$ cat config.mk
export PLATFORM = sky130hd
export DESIGN_NAME = rr_pick
export DESIGN_NICKNAME = d
export VERILOG_FILES = /design/src/rtl/arb_pkg.sv /design/src/rtl/rr_pick.sv
export SDC_FILE = /design/constraint.sdc
export NUM_CORES = 1
export LEC_CHECK = 0
export BUFFER_PORTS_ARGS = -buffer_cell sky130_fd_sc_hd__buf_2
export CAP_MARGIN = 40
export CORE_AREA = 2 2 39 41
export DETAILED_ROUTE_END_ITERATION = 7
export DIE_AREA = 0 0 41 43
export GPL_TIMING_DRIVEN = 0
export PLACE_DENSITY = 0.75
export SETUP_SLACK_MARGIN = 0.15
export SYNTH_ARGS = -nofsm -noshare
export SYNTH_HDL_FRONTEND = slang
export SYNTH_SLANG_ARGS = --single-unit
$ cat constraint.sdc
create_clock -name vclk -period 2.75
set_clock_uncertainty 0.05 [all_clocks]
set_input_delay 0.275 -clock vclk [all_inputs]
set_output_delay 0.275 -clock vclk [all_outputs]
set_load 0.05 [all_outputs]
$ cat src/rtl/arb_pkg.sv
// Shared constants and types for the 8-way round-robin arbiter.
// Optional feature macro: ARB_TIMEOUT_EN (forced release after a bounded hold).
package arb_pkg;

  localparam int unsigned N               = 8;
  localparam int unsigned IDW             = 3;
  localparam int unsigned TIMEOUT_DEFAULT = 16;
  localparam int unsigned CNTW            = IDW + 2;

  typedef enum logic {
    IDLE  = 1'b0,
    GRANT = 1'b1
  } state_t;

  typedef logic [N-1:0]   req_t;
  typedef logic [IDW-1:0] id_t;

  // One-hot vector with bit `id` set.
  function automatic req_t onehot(input id_t id);
    return req_t'(1) << id;
  endfunction

endpackage

$ cat src/rtl/rr_pick.sv
// Rotated priority encode: first eligible requester searching downward from
// ptr with wrap (ptr, ptr-1, ..., 0, N-1, ..., ptr+1).
// Ports:
//   req       request vector
//   mask      requesters excluded from this search
//   ptr       highest-priority index for this search
//   win_id    winning index (valid only with win_valid)
//   win_valid at least one eligible requester exists
module rr_pick
  import arb_pkg::*;
(
  input  logic [N-1:0]   req,
  input  logic [N-1:0]   mask,
  input  logic [IDW-1:0] ptr,
  output logic [IDW-1:0] win_id,
  output logic           win_valid
);

  req_t elig;
  req_t rot;
  id_t  sel;

  // rot[N-1] is ptr itself, rot[0] is ptr+1, so highest-index-first on rot
  // is exactly the descending search from ptr.
  always_comb begin
    elig      = req & ~mask;
    rot       = '0;
    sel       = '0;
    win_valid = 1'b0;
    for (int j = 0; j < N; j++) begin
      rot[j] = elig[ptr + id_t'(j + 1)];
    end
    for (int j = 0; j < N; j++) begin
      if (rot[j]) begin
        sel       = id_t'(j);
        win_valid = 1'b1;
      end
    end
    win_id = ptr + id_t'(1) + sel;
  end

endmodule

==> key figures <==
Worst hold path
  • Worst hold path startpoint: ptr[1]
  • Hold Path Sink: win_valid
  • Worst hold path depth: 4
  • Worst Hold Class: in2out

Layout
  • NumNets Final: between 100 and 150
  • N_diodes: 0
  • CLK BUF: 0
  • FF+latch count: 0
  • Share of cells above drive strength 1: 0.623
  • Area growth syn-to-layout: 61.8%
  • Final Non-Filler Cells: between 90 and 100
  • Post-Route Utilization: 0.625
  • Storage cell area: 0 um^2
  • Layout Cell Area excl Fill: 865 um^2

Setup path
  • CP Launch Type: input pin
  • Setup crit end kind: output port
  • Worst Path Required: 2.42 ns
  • CP arrival: 2.86 ns
  • WS Path Type: in2out
  • CP Max Fanout: 3

Placement
  • Dpl cells: 89
  • Post-DP HPWL: 951 um
  • Port bufs: 22
  • DP Area: 748 um^2
  • GP Congestion: 0.748
  • Post-place setup slack: -0.670 ns

Route
  • Vias: 505
  • Post-DRT Antenna Nets: 0
  • WL per Instance: 12.3 um
  • # DRC: 0
  • First-pass detailed-route iteration total: 4
  • WL final: 1.14 mm
  • Via/cell ratio: 5.43
  • 1st-iter DRT viols: 5

STA
  • Final WS setup: -0.437 ns
  • Slew HR: 0.783
  • Final Cycle Share: 1.16
  • Max-slew violations: 0
  • Hold WS: about 1.0 ns
  • Final setup fails: 2
  • Max Clk Rate: 314 MHz
  • Slew @ Worst Pin: around 0.32 ns
  • RSZ-0062 raised after global routing: yes
  • Fin. Hold Viols: 0
  • Minimum clock period after layout: 3.19 ns

Floorplanning
  • Die area: 1760 um^2
  • Chip width: 41 um
  • Num rows: 14
  • Die Ht: 43 um
  • Ports: 23
  • Core box area: 1380 um^2
  • Initial Utilization: 0.386

Yosys
  • Register area share after synthesis: 0
  • Synth cell types: 25
  • Mapped cell area: 534 um^2
  • Synth warnings: 0
  • Post-Synthesis Cells: 51
  • Syn_nets: 74
  • Syn Area/Cell: roughly 10 um^2

Global route
  • Met2 track demand over resource: 0.272
  • Met1 Usage GRT: 0.195
  • GR Overflow Total: 0
  • First-pass GRT wire length: about 1.9 mm
  • GRT Util Overall: 0.147
  • M3 GR Usage: 0
  • Initial antenna violation count: 0
  • Vias in the first global route: approximately 450
  • Pin count of the biggest net entering global routing: 7
  • Top Usage Layer GRT: met2

Power
  • Leak pwr: 0.000371 uW
  • Max VDD drop: 190 uV
  • Pwr/cell area: around 400 nW/um^2

Outcome
  • Outcome: complete, but fails checks
  • Failing checks: negative setup slack

Job
  • Max-cap violations: 0
==> layout make-up <==
cell class	count	area (um^2)
well taps	16	20.0
plain buffers	2	31.3
fillers	124	519
inverters	5	35.0
repair buffers	26	183
multi-input cells	44	596
==> kinds of logic (layout without fill, tap and decap cells) <==
| group | after synthesis | in the layout | synth area share |
|---|---|---|---|
| and+or+nand+nor | 16 | 16 | 0.173 |
| AOI/OAI and AO/OA | 6 | 6 | 0.0913 |
| muxes | 14 | 14 | 0.471 |
| xor gates and xnor gates | 4 | 4 | 0.0796 |
| buffers and inverters | 7 | 33 | 0.0773 |
| adders and majority gates | 4 | 4 | 0.108 |
==> cells in the mapped netlist, drive strengths merged <==
| cell | n | share of area |
|---|---|---|
| mux2i | 6 | 0.11 |
| fa | 1 | 0.037 |
| nand3 | 1 | 0.0094 |
| nand2 | 4 | 0.028 |
| ha | 3 | 0.070 |
| o21ai | 1 | 0.0094 |
| nor2 | 1 | 0.012 |
| mux4 | 8 | 0.36 |
| and2 | 1 | 0.012 |
| a21bo | 1 | 0.019 |
| a21oi | 1 | 0.0094 |
| xor2 | 1 | 0.016 |
| nor2b | 7 | 0.082 |
| nand4b | 1 | 0.016 |
| o31ai | 1 | 0.014 |
| and2b | 1 | 0.014 |
| inv | 4 | 0.028 |
| clkinv | 1 | 0.0070 |
| a221oi | 1 | 0.028 |
| buf | 2 | 0.042 |
| xnor2 | 3 | 0.063 |
| a31oi | 1 | 0.012 |
==> timing repair <==
| action | 4_1_cts | 5_1_grt |
|---|---|---|
| hold buffers | 0 | 0 |
| gates resized for setup | 16 | 3 |
| pin swaps | 8 | 0 |
| setup buffers | 4 | 0 |
| setup endpoints to repair | 3 | 3 |
==> worst max-delay path, stage by stage <==
cell	delay, ns
buf_8	0.10
buf_12	0.12
inv_8	0.04
ha_4	0.14
xnor2_4	0.12
mux4_2	0.57
o31ai_2	0.26
o21ai_1	0.09
a21bo_1	0.20
ha_2	0.17
inv_2	0.05
fa_2	0.23
xor2_4	0.20
xnor2_4	0.13
buf_6	0.17
==> report_power, final <==
group	switching, uW	internal, uW
clock	0	0
combinational	184	168
sequential	0	0
total	184	168
==> cells in the final DEF (no fill, tap or decap), types with 3 or more instances in the layout <==
master	instances
buf_2	17
buf_4	4
buf_6	3
buf_8	3
mux2i_1	5
mux4_1	3
mux4_2	5
nand2_1	4
nor2b_1	7
xnor2_4	3
==> metal layers <==
layer | part of all wire | wire length (um) | vias up
li1 | - | - | 247
met4 | 0 | 0 | 0
met1 | 0.44 | 498 | 244
met5 | 0 | 0 | -
met3 | 0.032 | 36 | 0
met2 | 0.53 | 608 | 14
==> how the worst max path moves through the flow <==
stage / startpoint / endpoint / slack, ns / cells past startpoint
CTS: ptr[0] / win_id[2] / -0.44 / 15
floorplan: ptr[0] / win_id[2] / -0.27 / 13
global placement: ptr[1] / win_id[2] / -0.64 / 14
finish: ptr[0] / win_id[2] / -0.44 / 15
detailed placement: ptr[1] / win_id[2] / -0.67 / 14
global route: ptr[0] / win_id[2] / -0.54 / 15
==> per-stage QoR <==
stage               power, uW  setup TNS [ns]
global placement          290           -1.30
finish                    353          -0.801
floorplan                 249          -0.452
detailed placement        293           -1.39
global route              375           -1.03
CTS                       351          -0.814
Power figures use the tool's default switching activity.
